[config.mk]
export PLATFORM = sky130hd
export DESIGN_NAME = ysyx_rob_flat
export DESIGN_NICKNAME = d
export VERILOG_FILES = /design/src/rtl/ysyx_rob_if.sv /design/src/rtl/ysyx_rob.sv /design/src/flat_wrapper.sv
export SDC_FILE = /design/constraint.sdc
export NUM_CORES = 1
export LEC_CHECK = 0
export ABC_AREA = 0
export ABC_CLOCK_PERIOD_IN_PS = 24100
export CAP_MARGIN = 5
export CORE_MARGIN = 5
export CORE_UTILIZATION = 40
export DETAILED_ROUTE_END_ITERATION = 7
export GPL_TIMING_DRIVEN = 0
export PLACE_DENSITY_LB_ADDON = 0.08
export SLEW_MARGIN = 15
export SYNTH_ARGS = -nofsm -noshare
export SYNTH_HDL_FRONTEND = slang
export SYNTH_SLANG_ARGS = --single-unit
[constraint.sdc]
create_clock -name clock -period 24.1 [get_ports clock]
set_input_delay 2.41 -clock clock [delete_from_list [all_inputs] [get_ports clock]]
set_output_delay 2.41 -clock clock [all_outputs]
set_load 0.01 [all_outputs]
[src/rtl/ysyx_rob_if.sv]
// Bundle of the dispatch, writeback, lookup, commit and flush signals of ysyx_rob.
// The ROB takes the slave side; decode/execute/regfile logic takes the master side.
interface ysyx_rob_if #(
    parameter int XLEN = 32,
    parameter int TW   = 3
);
    logic            dis_valid;
    logic            dis_ready;
    logic [4:0]      dis_rd;
    logic [XLEN-1:0] dis_pc;
    logic [31:0]     dis_inst;
    logic [TW-1:0]   dis_tag;

    logic            wb_valid;
    logic [TW-1:0]   wb_dest;
    logic [XLEN-1:0] wb_result;
    logic [XLEN-1:0] wb_npc;
    logic            wb_pc_change;
    logic            wb_ebreak;

    logic [TW-1:0]   lk_tag_a;
    logic [TW-1:0]   lk_tag_b;
    logic            lk_hit_a;
    logic            lk_hit_b;
    logic [XLEN-1:0] lk_data_a;
    logic [XLEN-1:0] lk_data_b;

    logic            cmt_valid;
    logic [4:0]      cmt_rd;
    logic [XLEN-1:0] cmt_data;
    logic [XLEN-1:0] cmt_pc;
    logic [31:0]     cmt_inst;
    logic [TW-1:0]   cmt_tag;
    logic            cmt_ebreak;

    logic            flush;
    logic [XLEN-1:0] flush_pc;

    modport master (
        output dis_valid, dis_rd, dis_pc, dis_inst,
        output wb_valid, wb_dest, wb_result, wb_npc, wb_pc_change, wb_ebreak,
        output lk_tag_a, lk_tag_b,
        input  dis_ready, dis_tag,
        input  lk_hit_a, lk_hit_b, lk_data_a, lk_data_b,
        input  cmt_valid, cmt_rd, cmt_data, cmt_pc, cmt_inst, cmt_tag, cmt_ebreak,
        input  flush, flush_pc
    );

    modport slave (
        input  dis_valid, dis_rd, dis_pc, dis_inst,
        input  wb_valid, wb_dest, wb_result, wb_npc, wb_pc_change, wb_ebreak,
        input  lk_tag_a, lk_tag_b,
        output dis_ready, dis_tag,
        output lk_hit_a, lk_hit_b, lk_data_a, lk_data_b,
        output cmt_valid, cmt_rd, cmt_data, cmt_pc, cmt_inst, cmt_tag, cmt_ebreak,
        output flush, flush_pc
    );
endinterface

[src/rtl/ysyx_rob.sv]
// In-order retirement buffer: tag allocation, out-of-order result capture, in-order commit, flush.
// Optional operand forwarding lookup is enabled by defining YSYX_ROB_FWD_EN.
module ysyx_rob #(
    parameter int ROB_SIZE = 4,
    parameter int XLEN     = 32,
    parameter int TW       = $clog2(ROB_SIZE) + 1
) (
    input logic      clock,
    input logic      reset,
    ysyx_rob_if.slave bus
);
    localparam int            IW      = TW - 1;
    localparam logic [TW-1:0] TAG_ONE = TW'(1);
    localparam logic [IW-1:0] IDX_ONE = IW'(1);
    localparam logic [TW-1:0] SIZE_T  = TW'(ROB_SIZE);

    typedef enum logic [1:0] {
        ENT_EMPTY = 2'd0,
        ENT_BUSY  = 2'd1,
        ENT_DONE  = 2'd2
    } ent_t;

    typedef enum logic {
        RUN  = 1'b0,
        HALT = 1'b1
    } fsm_t;

    ent_t            ent_state_r [ROB_SIZE];
    logic [4:0]      rd_r        [ROB_SIZE];
    logic [XLEN-1:0] pc_r        [ROB_SIZE];
    logic [31:0]     inst_r      [ROB_SIZE];
    logic [XLEN-1:0] result_r    [ROB_SIZE];
    logic [XLEN-1:0] npc_r       [ROB_SIZE];
    logic            pcc_r       [ROB_SIZE];
    logic            ebreak_r    [ROB_SIZE];

    logic [TW-1:0] head_r;
    logic [TW-1:0] tail_r;
    logic [TW-1:0] count_s;
    logic [IW-1:0] head_idx_s;
    logic [IW-1:0] tail_idx_s;
    logic [IW-1:0] wb_idx_s;
    fsm_t          fsm_r;
    fsm_t          fsm_next_s;
    logic          run_s;
    logic          cmt_valid_s;
    logic          flush_s;
    logic          dis_fire_s;
    logic          wb_fire_s;

    // Pointers carry a wrap bit so full and empty are distinguishable from count alone.
    assign count_s     = tail_r - head_r;
    assign head_idx_s  = head_r[IW-1:0];
    assign tail_idx_s  = tail_r[IW-1:0];
    assign wb_idx_s    = bus.wb_dest[IW-1:0] - IDX_ONE;
    assign run_s       = (fsm_r == RUN);
    assign cmt_valid_s = (ent_state_r[head_idx_s] == ENT_DONE) && run_s;
    assign flush_s     = cmt_valid_s && pcc_r[head_idx_s];
    assign dis_fire_s  = bus.dis_valid && bus.dis_ready;
    assign wb_fire_s   = bus.wb_valid && (bus.wb_dest != '0) && (bus.wb_dest <= SIZE_T)
                         && (ent_state_r[wb_idx_s] == ENT_BUSY);

    assign bus.dis_ready = (count_s < SIZE_T) && run_s && !flush_s;
    assign bus.dis_tag   = {1'b0, tail_idx_s} + TAG_ONE;
    assign bus.cmt_valid = cmt_valid_s;
    assign bus.flush     = flush_s;

    // Entry storage and head/tail pointers; a flush empties everything on the next edge.
    always_ff @(posedge clock or posedge reset) begin
        if (reset) begin
            head_r <= '0;
            tail_r <= '0;
            for (int i = 0; i < ROB_SIZE; i++) begin
                ent_state_r[i] <= ENT_EMPTY;
                rd_r[i]        <= 5'd0;
                pc_r[i]        <= '0;
                inst_r[i]      <= 32'd0;
                result_r[i]    <= '0;
                npc_r[i]       <= '0;
                pcc_r[i]       <= 1'b0;
                ebreak_r[i]    <= 1'b0;
            end
        end else if (flush_s) begin
            head_r <= '0;
            tail_r <= '0;
            for (int i = 0; i < ROB_SIZE; i++) begin
                ent_state_r[i] <= ENT_EMPTY;
            end
        end else begin
            if (dis_fire_s) begin
                ent_state_r[tail_idx_s] <= ENT_BUSY;
                rd_r[tail_idx_s]        <= bus.dis_rd;
                pc_r[tail_idx_s]        <= bus.dis_pc;
                inst_r[tail_idx_s]      <= bus.dis_inst;
                tail_r                  <= tail_r + TAG_ONE;
            end
            // Writeback only targets BUSY entries, so it never collides with dispatch or commit.
            if (wb_fire_s) begin
                ent_state_r[wb_idx_s] <= ENT_DONE;
                result_r[wb_idx_s]    <= bus.wb_result;
                npc_r[wb_idx_s]       <= bus.wb_npc;
                pcc_r[wb_idx_s]       <= bus.wb_pc_change;
                ebreak_r[wb_idx_s]    <= bus.wb_ebreak;
            end
            if (cmt_valid_s) begin
                ent_state_r[head_idx_s] <= ENT_EMPTY;
                head_r                  <= head_r + TAG_ONE;
            end
        end
    end

    // Global run/halt state register.
    always_ff @(posedge clock or posedge reset) begin
        if (reset) begin
            fsm_r <= RUN;
        end else begin
            fsm_r <= fsm_next_s;
        end
    end

    // Halt once an ebreak retires; only reset brings the block back to RUN.
    always_comb begin
        fsm_next_s = fsm_r;
        case (fsm_r)
            RUN: begin
                if (cmt_valid_s && ebreak_r[head_idx_s]) begin
                    fsm_next_s = HALT;
                end else begin
                    fsm_next_s = RUN;
                end
            end
            HALT:    fsm_next_s = HALT;
            default: fsm_next_s = RUN;
        endcase
    end

    // Retire payload is driven from the head entry only while it is actually retiring.
    always_comb begin
        bus.cmt_rd     = 5'd0;
        bus.cmt_data   = '0;
        bus.cmt_pc     = '0;
        bus.cmt_inst   = 32'd0;
        bus.cmt_tag    = '0;
        bus.cmt_ebreak = 1'b0;
        bus.flush_pc   = '0;
        if (cmt_valid_s) begin
            bus.cmt_rd     = rd_r[head_idx_s];
            bus.cmt_data   = result_r[head_idx_s];
            bus.cmt_pc     = pc_r[head_idx_s];
            bus.cmt_inst   = inst_r[head_idx_s];
            bus.cmt_tag    = {1'b0, head_idx_s} + TAG_ONE;
            bus.cmt_ebreak = ebreak_r[head_idx_s];
            bus.flush_pc   = pcc_r[head_idx_s] ? npc_r[head_idx_s] : '0;
        end else begin
            bus.cmt_rd     = 5'd0;
            bus.flush_pc   = '0;
        end
    end

`ifdef YSYX_ROB_FWD_EN
    logic [IW-1:0] lk_idx_a_s;
    logic [IW-1:0] lk_idx_b_s;

    assign lk_idx_a_s = bus.lk_tag_a[IW-1:0] - IDX_ONE;
    assign lk_idx_b_s = bus.lk_tag_b[IW-1:0] - IDX_ONE;

    // Returns {hit, data}; a same-cycle writeback to the tag wins over the stored result.
    function automatic logic [XLEN:0] lookup_f(
        input logic [TW-1:0]   tag,
        input ent_t            st,
        input logic [XLEN-1:0] stored,
        input logic            wbv,
        input logic [TW-1:0]   wbd,
        input logic [XLEN-1:0] wbr
    );
        logic [XLEN:0] res;
        res = '0;
        if ((tag == '0) || (tag > SIZE_T)) begin
            res = '0;
        end else if (wbv && (wbd == tag)) begin
            res = {1'b1, wbr};
        end else if (st == ENT_DONE) begin
            res = {1'b1, stored};
        end else begin
            res = '0;
        end
        return res;
    endfunction

    // Operand lookup for both source ports.
    always_comb begin
        {bus.lk_hit_a, bus.lk_data_a} = lookup_f(bus.lk_tag_a, ent_state_r[lk_idx_a_s],
                                                 result_r[lk_idx_a_s], bus.wb_valid,
                                                 bus.wb_dest, bus.wb_result);
        {bus.lk_hit_b, bus.lk_data_b} = lookup_f(bus.lk_tag_b, ent_state_r[lk_idx_b_s],
                                                 result_r[lk_idx_b_s], bus.wb_valid,
                                                 bus.wb_dest, bus.wb_result);
    end
`else
    logic unused_lk_s;

    assign unused_lk_s   = ^{bus.lk_tag_a, bus.lk_tag_b};
    assign bus.lk_hit_a  = 1'b0;
    assign bus.lk_hit_b  = 1'b0;
    assign bus.lk_data_a = '0;
    assign bus.lk_data_b = '0;
`endif

endmodule

[src/flat_wrapper.sv]
// flat-port wrapper written by rule: the top's interface ports become plain ports
module ysyx_rob_flat 
#(
    parameter int ROB_SIZE = 4,
    parameter int XLEN     = 32,
    parameter int TW       = $clog2(ROB_SIZE) + 1
)
  (clock, reset, bus_dis_valid, bus_dis_rd, bus_dis_pc, bus_dis_inst, bus_wb_valid, bus_wb_dest, bus_wb_result, bus_wb_npc, bus_wb_pc_change, bus_wb_ebreak, bus_lk_tag_a, bus_lk_tag_b, bus_dis_ready, bus_dis_tag, bus_lk_hit_a, bus_lk_hit_b, bus_lk_data_a, bus_lk_data_b, bus_cmt_valid, bus_cmt_rd, bus_cmt_data, bus_cmt_pc, bus_cmt_inst, bus_cmt_tag, bus_cmt_ebreak, bus_flush, bus_flush_pc);
  ysyx_rob_if #(.XLEN(XLEN), .TW(TW)) bus_i ();
  input logic clock;
  input logic reset;
  input wire logic [$bits(bus_i.dis_valid)-1:0] bus_dis_valid;
  input wire logic [$bits(bus_i.dis_rd)-1:0] bus_dis_rd;
  input wire logic [$bits(bus_i.dis_pc)-1:0] bus_dis_pc;
  input wire logic [$bits(bus_i.dis_inst)-1:0] bus_dis_inst;
  input wire logic [$bits(bus_i.wb_valid)-1:0] bus_wb_valid;
  input wire logic [$bits(bus_i.wb_dest)-1:0] bus_wb_dest;
  input wire logic [$bits(bus_i.wb_result)-1:0] bus_wb_result;
  input wire logic [$bits(bus_i.wb_npc)-1:0] bus_wb_npc;
  input wire logic [$bits(bus_i.wb_pc_change)-1:0] bus_wb_pc_change;
  input wire logic [$bits(bus_i.wb_ebreak)-1:0] bus_wb_ebreak;
  input wire logic [$bits(bus_i.lk_tag_a)-1:0] bus_lk_tag_a;
  input wire logic [$bits(bus_i.lk_tag_b)-1:0] bus_lk_tag_b;
  output wire logic [$bits(bus_i.dis_ready)-1:0] bus_dis_ready;
  output wire logic [$bits(bus_i.dis_tag)-1:0] bus_dis_tag;
  output wire logic [$bits(bus_i.lk_hit_a)-1:0] bus_lk_hit_a;
  output wire logic [$bits(bus_i.lk_hit_b)-1:0] bus_lk_hit_b;
  output wire logic [$bits(bus_i.lk_data_a)-1:0] bus_lk_data_a;
  output wire logic [$bits(bus_i.lk_data_b)-1:0] bus_lk_data_b;
  output wire logic [$bits(bus_i.cmt_valid)-1:0] bus_cmt_valid;
  output wire logic [$bits(bus_i.cmt_rd)-1:0] bus_cmt_rd;
  output wire logic [$bits(bus_i.cmt_data)-1:0] bus_cmt_data;
  output wire logic [$bits(bus_i.cmt_pc)-1:0] bus_cmt_pc;
  output wire logic [$bits(bus_i.cmt_inst)-1:0] bus_cmt_inst;
  output wire logic [$bits(bus_i.cmt_tag)-1:0] bus_cmt_tag;
  output wire logic [$bits(bus_i.cmt_ebreak)-1:0] bus_cmt_ebreak;
  output wire logic [$bits(bus_i.flush)-1:0] bus_flush;
  output wire logic [$bits(bus_i.flush_pc)-1:0] bus_flush_pc;
  assign bus_i.dis_valid = bus_dis_valid;
  assign bus_i.dis_rd = bus_dis_rd;
  assign bus_i.dis_pc = bus_dis_pc;
  assign bus_i.dis_inst = bus_dis_inst;
  assign bus_i.wb_valid = bus_wb_valid;
  assign bus_i.wb_dest = bus_wb_dest;
  assign bus_i.wb_result = bus_wb_result;
  assign bus_i.wb_npc = bus_wb_npc;
  assign bus_i.wb_pc_change = bus_wb_pc_change;
  assign bus_i.wb_ebreak = bus_wb_ebreak;
  assign bus_i.lk_tag_a = bus_lk_tag_a;
  assign bus_i.lk_tag_b = bus_lk_tag_b;
  assign bus_dis_ready = bus_i.dis_ready;
  assign bus_dis_tag = bus_i.dis_tag;
  assign bus_lk_hit_a = bus_i.lk_hit_a;
  assign bus_lk_hit_b = bus_i.lk_hit_b;
  assign bus_lk_data_a = bus_i.lk_data_a;
  assign bus_lk_data_b = bus_i.lk_data_b;
  assign bus_cmt_valid = bus_i.cmt_valid;
  assign bus_cmt_rd = bus_i.cmt_rd;
  assign bus_cmt_data = bus_i.cmt_data;
  assign bus_cmt_pc = bus_i.cmt_pc;
  assign bus_cmt_inst = bus_i.cmt_inst;
  assign bus_cmt_tag = bus_i.cmt_tag;
  assign bus_cmt_ebreak = bus_i.cmt_ebreak;
  assign bus_flush = bus_i.flush;
  assign bus_flush_pc = bus_i.flush_pc;
  ysyx_rob #(.ROB_SIZE(ROB_SIZE), .XLEN(XLEN), .TW(TW)) u_core (.clock(clock), .reset(reset), .bus(bus_i));
endmodule
==> results of run 1 <==
## critical path, stage by stage, from the launching register on
cell and delay (ns):
dfrtp_1 0.49, buf_2 0.39, buf_1 0.74, buf_1 0.70, mux4_2 0.59, nor2b_1 0.19, clkdlybuf4s50_1 0.55
## worst paths after layout
path,from,endpoint
max,u_core.head_r[0]$_DFFE_PP0P_,bus_flush_pc[26]
min,u_core.inst_r[47]$_DFFE_PP0P_,u_core.inst_r[47]$_DFFE_PP0P_
max reg2reg,u_core.head_r[1]$_DFFE_PP0P_,u_core.pc_r[9]$_DFFE_PP0P_
min reg2reg,u_core.inst_r[47]$_DFFE_PP0P_,u_core.inst_r[47]$_DFFE_PP0P_
max in group asynchronous,reset,u_core.inst_r[1]$_DFFE_PP0P_
min in group asynchronous,reset,u_core.result_r[22]$_DFFE_PP0P_
## power by group
| group | internal [W] | switching [W] | leakage [nW] |
|---|---|---|---|
| Sequential | 0.00138 | 0.000207 | 6.86 |
| Clock | 0.000540 | 0.000374 | 0.975 |
| Combinational | 0.000814 | 0.000594 | 6.19 |
| Total | 0.00273 | 0.00118 | 14.0 |
## flip-flops by register name, indices dropped and copies added, names as in the netlist, 3 cells and up
signal and flops:
u_core.inst_r 128, u_core.tail_r 3, u_core.result_r 128, u_core.head_r 3
u_core.pc_r 128, u_core.pcc_r 4, u_core.rd_r 20, u_core.npc_r 128
u_core.ebreak_r 4, u_core.ent_state_r 8
## cell type report
type / instances / area share
clock buffers: 96 / 0.0575
inverters: 13 / 0.00176
repair buffers: 289 / 0.0931
flip-flops and latches: 555 / 0.434
multi-input cells: 962 / 0.340
well taps: 855 / 0.0334
plain buffers: 181 / 0.0359
clock inverters: 14 / 0.00387
diodes: 6 / 0.000469
## metrics by stage
stage	power [W]	setup WS (ns)	hold WS (ns)	util	setup TNS, ns
2_1_floorplan	0.00257	6.17	0.452	-	0
3_3_place_gp	0.00298	-0.153	0.462	0.466	-43.69
3_5_place_dp	0.00304	17.78	0.469	0.469	0
4_1_cts	0.00397	17.19	0.482	0.499	0
5_1_grt	0.00415	17.04	0.492	0.499	0
6_report	0.00391	17.41	0.478	0.500	0
## cells by family (layout without fill, tap and decap cells)
group | after synthesis | after routing
mux | 679 | 679
flops | 555 | 555
buf+inv | 194 | 593
simple gates | 179 | 179
compound gates | 21 | 21
fa+ha+maj | 14 | 14
xor+xnor | 3 | 3
other cells | 1 | 72
## cell usage after synthesis (2+ instances only)
master | count | share of area
buf_2 | 27 | 0.0053
o21ai_0 | 2 | 0.00039
a21oi_1 | 5 | 0.00097
mux2i_1 | 2 | 0.00078
buf_4 | 74 | 0.022
mux2_2 | 328 | 0.14
ha_1 | 14 | 0.0068
xnor2_1 | 3 | 0.0010
mux2_1 | 213 | 0.093
nor3b_1 | 2 | 0.00058
mux4_2 | 136 | 0.12
o31ai_1 | 2 | 0.00058
and3_1 | 107 | 0.026
nor2b_1 | 36 | 0.0088
nand3_1 | 2 | 0.00039
inv_1 | 12 | 0.0017
dfrtp_1 | 555 | 0.54
clkbuf_1 | 48 | 0.0070
nand2_1 | 13 | 0.0019
buf_1 | 11 | 0.0016
o221a_1 | 3 | 0.0013
nor2_1 | 9 | 0.0013
nor4_4 | 3 | 0.0025
buf_6 | 21 | 0.0092
o41ai_1 | 3 | 0.0010
or3_1 | 2 | 0.00049
## layer usage
layer,vias up,GRT usage,share of wire
met2,276,0.315,0.49
met1,8070,0.251,0.43
met3,95,0.0454,0.052
li1,6789,-,-
met5,-,0,0.00072
met4,8,0.0454,0.020
==> key figures, run 1 <==
Run status
  • Status: finished, final reports clean

Clock tree
  • Root buf cell: clkbuf_16
  • H-tree depth: 2
  • CTS tree: yes
  • CTS Hold Bufs: 0
  • Clk buf depth: 3
  • CTS Sinks: around 560
  • Skew-Pair Late Insertion Delay: around 0.6 ns
  • TritonCTS Buffers: between 60 and 70
  • Clock input transition at the sequential cells of the worst setup and hold paths: about 0.060 ns
  • Resized Gates After CTS: 0
  • Postcts setup bufs: 0

Worst setup path
  • CP arrival: about 4.3 ns
  • Worst Reg-to-Reg Cells: 7
  • Crit path kind: reg2out
  • CP max FO: 10
  • CP Data Required Time: roughly 22 ns
  • Worst R2R Setup Slack: 20.29 ns
  • Critical Path End Type: primary output
  • CP Launch Type: flip-flop

Yosys
  • FF+latch count, synth: 555
  • Adder-cell area share of the yosys netlist: 0.00681
  • Number of synthesized flops with an enable pin: 0
  • Main combinational cell family by area after synthesis: multiplexers
  • Synth Warn #: 0
  • Syn Area/Cell: roughly 16 um2
  • Simple-gate portion of the synthesized area: 0.0432
  • Gate Count Post-Synth: around 1600
  • Multiplexer share of the synthesized area: 0.356
  • Yosys cell types: 39
  • Sequential fraction of the synthesis area: 0.540
  • Mapped cell area: approximately 26000 um2
  • Synth Area in XOR/XNOR: 0.00102
  • Synth Area in Compound Gates: 0.00617
  • Fraction of registers with async set/reset: 1.00
  • Top_reg_cell synth: dfrtp_1

Global route
  • GR Util All Layers: 0.188
  • Maximum number of pins on one net before global-route repair: 110
  • Global-route wire length before repair: around 100000 um
  • Congestion Overflow GR: 0
  • Initial antenna violation count: 11
  • Vias in the first global route: between 15000 and 20000

Routing
  • Post-route ant nets: 0
  • DRT Wirelength: around 66000 um
  • Number of remaining DRC errors: 0
  • Drt wl/cell: 22.3 um
  • DR pass1 iterations: 4
  • Via Count: between 15000 and 20000
  • 1st-iter DRT viols: 605
  • Via density: 5.13

STA
  • Fin. max-slew vios: 0
  • Slew @ Worst Pin: about 1 ns
  • Max_slew headroom: 0.338
  • Fin crit period: 6.69 ns
  • Max Fclk: 150 MHz
  • RSZ-0062 raised after global routing: false
  • Fin Clk Skew: 0.0236 ns
  • Final hold violations: 0
  • Final period utilization: 0.278
  • Final setup viols: 0

Floorplan
  • DIE HEIGHT: between 200 and 300 um
  • Rows: between 90 and 100
  • DIE WIDTH: 264 um
  • Top Ports: between 300 and 400
  • Initial cell density of the core: 0.401
  • Core Region: 64100 um2
  • Die area: roughly 70000 um2

Placement
  • Placed Instances: 2855
  • Placed cell areas: 30000 um2
  • I/O Buffers: approximately 280
  • RD Place Congestion: 0.749
  • Hpwl dp: 46000 um

Worst hold path
  • Hold path depth: 1
  • Worst Hold Class: reg2reg

Layout
  • Commonest non-fill, non-tap cell in the layout: dfrtp_1
  • Commonest cells after routing, fill and taps aside: dfrtp_1 (555), mux2_2 (328), clkdlybuf4s50_1 (284)
  • Fraction of layout cells with a size suffix above 1: 0.328
  • Nets: 2225
  • FF/Latch Area: approximately 14000 um2
  • Final std cells w/o fill: roughly 3000
  • Fillers: 5553
  • Area of the multi-input gates: roughly 11000 um2
  • Layout area overhead: 24.4%
  • Post-route design area: roughly 32000 um2

Power and ir drop
  • Leakage: 14.0 nW
  • PD cells: approximately 120 nW/um2
  • Max IR drop VDD: 65.1 uV

Flow run
  • Max cap viols: 0
Note: power is estimated with default switching activity, not from simulation.
==> run 2, diff against run 1 <==
- ABC_CLOCK_PERIOD_IN_PS: 24100 -> 6800
- clock period: 24.1 -> 6.8 ns (I/O delays scaled with it)
==> run 2 against run 1 <==
  * Via count about the same
  * Flip-flop and latch count unchanged
  * Sequential power increased to 3.5 times the previous value
  * Die area unchanged
  * Clock-buffer cell count increased by 4
  * Power increased to 3.5 times the previous value
  * Non-clock buffer count increased by 14
  * Largest cell class unchanged
  * Clock skew decreased by 0.011 ns
  * Routed wire length increased by 1.1%
  * Critical path depth increased by 1
  * Critical endpoint is now bus_flush_pc[28]
==> key figures, run 2 (synthesis results as in run 1) <==
Global route
  • GR Util All Layers: 0.194
  • Initial antenna violation count: 9
  • Congestion Overflow GR: 0
  • Maximum number of pins on one net before global-route repair: 38
  • Global-route wire length before repair: ~110000 um
  • Vias in the first global route: ~17000

Power and ir drop
  • Sequential power share: 0.407
  • Net Sw Power: approximately 0.0042 W
  • Max IR drop VDD: between 200 and 250 uV
  • Sw Ratio: 0.304
  • PD cells: 428 nW/um2
  • Clk network pwr share: 0.229
  • Leakage: about 14 nW
  • Int Pwr: 0.00961 W
  • Combinational power share: 0.364

Layout
  • Commonest non-fill, non-tap cell in the layout: dfrtp_1
  • Nets: 2239
  • Layout area overhead: 25.2%
  • Post-route design area: roughly 32000 um2
  • Fin util: 0.503
  • Fraction of layout cells with a size suffix above 1: 0.330
  • Commonest cells after routing, fill and taps aside: dfrtp_1 (555), mux2_2 (328), clkdlybuf4s50_1 (284)

Clock tree
  • Clk buf depth: 3
  • Resized Gates After CTS: 0
  • TritonCTS Buffers: a little over 60
  • Skew-Pair Late Insertion Delay: slightly above 0.6 ns
  • Clock input transition at the sequential cells of the worst setup and hold paths: ~0.060 ns
  • CTS Sinks: approximately 560
  • Postcts setup bufs: 0
  • Root buf cell: clkbuf_16
  • CTS tree: yes
  • H-tree depth: 2
  • CTS Hold Bufs: 0

Routing
  • 1st-iter DRT viols: 615
  • Via Count: 15200
  • Via density: between 5 and 6
  • DRT Wirelength: roughly 67000 um
  • Number of remaining DRC errors: 0
  • DR pass1 iterations: 4
  • Post-route ant nets: 0
  • Drt wl/cell: ~22 um

Floorplan
  • DIE HEIGHT: between 200 and 300 um
  • Top Ports: ~360
  • Die area: slightly below 70000 um2
  • Initial cell density of the core: 0.401
  • Core Region: between 60000 and 70000 um2
  • DIE WIDTH: roughly 260 um
  • Rows: 93

Worst setup path
  • WP buf/inv: 4
  • Worst-path cell chain: clkbuf_1, mux4_2, nand3_1, clkbuf_1, clkbuf_1, nor2b_1, clkdlybuf4s50_1
  • CP Launch Type: flip-flop
  • CP max FO: 10
  • Critical-path top delay cell: clkbuf_1
  • CP top delay family: buffers and inverters
  • Critical Path End Type: primary output
  • Crit path top cell by count: clkbuf_1
  • Critical path's largest stage delay: between 0.6 and 0.7 ns
  • CP arrival: 4.36 ns
  • CP Data Required Time: roughly 6.1 ns
  • Crit path kind: reg2out

Placement
  • Dpl ws: roughly 2.3 ns
  • RD Place Congestion: 0.740
  • I/O Buffers: about 280
  • Hpwl dp: 47100 um
  • Placed cell areas: 30300 um2

Run status
  • Status: finished, final reports clean

STA
  • Fin crit period: just over 5 ns
  • Max_slew headroom: 0.318
  • Fin Clk Skew: between 0.01 and 0.015 ns
  • Fin. max-slew vios: 0
  • Final setup viols: 0
  • Final hold violations: 0
  • Max Fclk: just under 200 MHz
  • Slew @ Worst Pin: roughly 1.0 ns
  • RSZ-0062 raised after global routing: false
  • Final worst setup slack: 1.76 ns
  • Final period utilization: 0.741

Worst hold path
  • Worst Hold Class: in2async

Flow run
  • Max cap viols: 0
==> run 2: cell types whose count changed in the layout (fill, tap and decap cells not counted) <==
cell,before,now
buf_12,0,17
clkinv_2,11,3
clkbuf_1,65,69
buf_16,5,2
clkinvlp_4,0,3
bufinv_16,2,0
clkbuf_16,63,61
clkbuf_8,14,16
clkinv_8,0,2
inv_8,1,0
==> run 2: stage by stage <==
step	hold WS, ns	std cells	setup TNS, ns	total power [W]
floorplan	0.452	1711	-795.75	0.00911
global placement	0.462	2850	-2699.16	0.0106
detailed placement	0.469	2869	0	0.0108
CTS	0.373	2977	0	0.0140
global route	0.413	2978	0	0.0147
finish	0.414	2983	0	0.0138
==> run 2: path summary, 6_finish.rpt <==
kind                                                   start                          endpoint  slack, ns  cells past startpoint
max in group asynchronous                              reset     u_core.inst_r[53]$_DFFE_PP0P_       4.95                      7
worst max register to register  u_core.head_r[1]$_DFFE_PP0P_  u_core.result_r[113]$_DFFE_PP0P_       3.06                      8
min in group clock               u_core.pc_r[54]$_DFFE_PP0P_       u_core.pc_r[54]$_DFFE_PP0P_       0.48                      1
worst min register to register   u_core.pc_r[54]$_DFFE_PP0P_       u_core.pc_r[54]$_DFFE_PP0P_       0.48                      1
worst max-delay path            u_core.head_r[1]$_DFFE_PP0P_                  bus_flush_pc[28]       1.76                      7
worst min-delay path                                   reset       u_core.pc_r[38]$_DFFE_PP0P_       0.41                      2
==> run 2: power groups by stage <==
stage / Clock (W) / Sequential [W] / Combinational, W
final: 0.00316 / 0.00562 / 0.00502
after floorplan: 0 / 0.00543 / 0.00368
after CTS: 0.00326 / 0.00562 / 0.00512
after detailed placement: 0 / 0.00568 / 0.00511
after global placement: 0 / 0.00561 / 0.00496
after global routing: 0.00340 / 0.00582 / 0.00550
==> run 2: per-layer routing <==
layer / vias to the layer above / track usage / share of wire
met2: 256 / 0.329 / 0.50
met3: 74 / 0.0417 / 0.051
met1: 8072 / 0.259 / 0.43
li1: 6820 / - / -
met4: 6 / 0.0409 / 0.016
met5: - / 0 / 0.00070
==> run 2: area by class of cell <==
cell class / instances / area (um2)
Multi-Input combinational cell: 962 / 10900
Fill cell: 5575 / 31900
Antenna cell: 6 / 15.0
Sequential cell: 555 / 13900
Tap cell: 855 / 1070
Timing Repair Buffer: 303 / 3240
Clock inverter: 8 / 71.3
Inverter: 13 / 52.6
Buffer: 181 / 1150
Clock buffer: 100 / 1830
==> run 3, diff against run 2 <==
- ABC_CLOCK_PERIOD_IN_PS: 6800 -> 4500
- clock period: 6.8 -> 4.5 ns (I/O delays scaled with it)
==> run 3 against run 2 <==
  * Non-clock buffer count is the same
  * Combinational power grew 51%
  * Clock skew grew 0.00051 ns
  * Clock power grew 51%
  * Sequential power grew 51%
  * Worst setup slack lost 1.5 ns
  * Clock-buffer cell count is the same
  * Design area is essentially flat
  * First-iteration DRC count grew 1.8%
  * Die area is the same
  * Largest cell class unchanged
  * Largest power group unchanged
==> key figures, run 3 (synthesis results as in run 1) <==
Layout
  • Commonest non-fill, non-tap cell in the layout: dfrtp_1
  • Commonest cells after routing, fill and taps aside: dfrtp_1 (555), mux2_2 (328), clkdlybuf4s50_1 (284)
  • Fraction of layout cells with a size suffix above 1: 0.334
  • Nets: 2239
  • Layout area overhead: 25.3%

Worst setup path
  • Critical Path End Type: primary output
  • CP Data Required Time: slightly above 4 ns
  • CP arrival: 3.80 ns
  • Worst Reg-to-Reg Cells: 7
  • Crit path kind: reg2out
  • Critical path's largest stage delay: 0.64 ns
  • Worst path depth: 6
  • Worst-path cell chain: clkbuf_2, buf_1, clkbuf_1, mux4_2, and3_1, clkdlybuf4s50_1
  • CP max FO: 10
  • Critical-path top delay cell: clkbuf_1
  • CP top delay family: buffers and inverters
  • WP buf/inv: 4
  • CP Launch Type: flip-flop

Placement
  • Dpl ws: 0.192 ns
  • I/O Buffers: 284
  • RD Place Congestion: around 0.74
  • Hpwl dp: approximately 47000 um

Global route
  • Grt met2 use: 0.329
  • Vias in the first global route: 17300
  • Congestion Overflow GR: 0
  • GR peak layer: met2
  • Met1 GRT Util: 0.259
  • Global-route wire length before repair: approximately 110000 um
  • Initial antenna violation count: 9
  • Met3 Track Usage GR: 0.0417
  • Maximum number of pins on one net before global-route repair: 38
  • GR Util All Layers: 0.194

Floorplan
  • Top Ports: 357
  • Rows: 93
  • Die area: approximately 70000 um2
  • Initial cell density of the core: 0.401
  • DIE WIDTH: about 260 um
  • Core Region: about 64000 um2
  • DIE HEIGHT: about 260 um

STA
  • Max_slew headroom: 0.319
  • Final period utilization: 0.946
  • Fin crit period: between 4 and 5 ns
  • Final hold violations: 0
  • RSZ-0062 raised after global routing: false
  • Fin. max-slew vios: 0
  • Max Fclk: about 240 MHz
  • Fin Clk Skew: approximately 0.013 ns
  • Final setup viols: 0
  • Final worst setup slack: between 0.2 and 0.25 ns
  • Slew @ Worst Pin: 1.02 ns
  • Final hold slack: approximately 0.18 ns

Power and ir drop
  • PD cells: roughly 650 nW/um2
  • Max IR drop VDD: 343 uV
  • Leakage: between 10 and 15 nW
  • Power, Total: approximately 0.021 W

Clock tree
  • Root buf cell: clkbuf_16
  • Skew-Pair Late Insertion Delay: between 0.6 and 0.7 ns
  • Clk buf depth: 3
  • Postcts setup bufs: 0
  • CTS tree: yes
  • CTS Sinks: 555
  • H-tree depth: 2
  • CTS Hold Bufs: 0
  • Clock input transition at the sequential cells of the worst setup and hold paths: 0.06 ns
  • Resized Gates After CTS: 6
  • TritonCTS Buffers: 61

Worst hold path
  • Worst Hold Class: in2async

Routing
  • Drt wl/cell: between 20 and 25 um
  • DRT Wirelength: 67100 um
  • DR pass1 iterations: 7
  • Number of remaining DRC errors: 0
  • Via Count: roughly 15000
  • Via density: ~5.1
  • 1st-iter DRT viols: approximately 630
  • Post-route ant nets: 0

Run status
  • Status: finished, final reports clean

Flow run
  • Max cap viols: 0
run 3: changes by cell type in the layout (fill, tap and decap cells not counted), sizes merged:
cell | before | now
clkdlybuf4s18 | 0 | 1
clkbuf | 148 | 149
clkdlybuf4s15 | 0 | 1
diode | 6 | 5
buf | 152 | 149
run 3: layout make-up:
type / instances / area (um2)
Clock buffer: 100 / 1830
Antenna cell: 5 / 12.5
Multi-Input combinational cell: 962 / 10900
Sequential cell: 555 / 13900
Clock inverter: 8 / 71.3
Timing Repair Buffer: 303 / 3240
Inverter: 13 / 52.6
Tap cell: 855 / 1070
Buffer: 181 / 1170
Fill cell: 5574 / 31900
run 3: worst reg2reg max path, stage by stage, from the launching register on:
cell	delay, ns
dfrtp_1	0.41
clkbuf_2	0.38
mux4_2	0.51
and2_1	0.19
buf_2	0.20
nor3_2	0.72
buf_2	0.51
mux2_2	0.40
run 3: metal layers:
metal	routed length (um)	vias up
met4	1070	6
met3	3400	74
met5	47	-
met1	29000	8066
met2	33600	245
li1	-	6811
run 3: final timing paths:
check | end | slack (ns) | start
worst max-delay path | bus_cmt_inst[8] | 0.25 | u_core.head_r[1]$_DFFE_PP0P_
worst min-delay path | u_core.pc_r[38]$_DFFE_PP0P_ | 0.18 | reset
worst max register to register | u_core.pc_r[7]$_DFFE_PP0P_ | 1.06 | u_core.head_r[1]$_DFFE_PP0P_
worst min register to register | u_core.pc_r[54]$_DFFE_PP0P_ | 0.48 | u_core.pc_r[54]$_DFFE_PP0P_
max in group asynchronous | u_core.inst_r[53]$_DFFE_PP0P_ | 2.88 | reset
min in group clock | u_core.pc_r[54]$_DFFE_PP0P_ | 0.48 | u_core.pc_r[54]$_DFFE_PP0P_
run 3: per-stage QoR:
stage	instance area [um2]	util	cells	setup TNS (ns)
floorplan	26000	-	1711	-1944.60
global placement	29900	0.466	2850	-3848.00
detailed placement	30300	0.473	2869	0
finish	32200	0.503	2982	0
CTS	32200	0.502	2977	0
global route	32200	0.503	2978	0
run 3: power by group:
part	switching [W]	internal [W]
clock	0.00202	0.00275
combinational	0.00321	0.00439
sequential	0.00112	0.00738
total	0.00634	0.0145
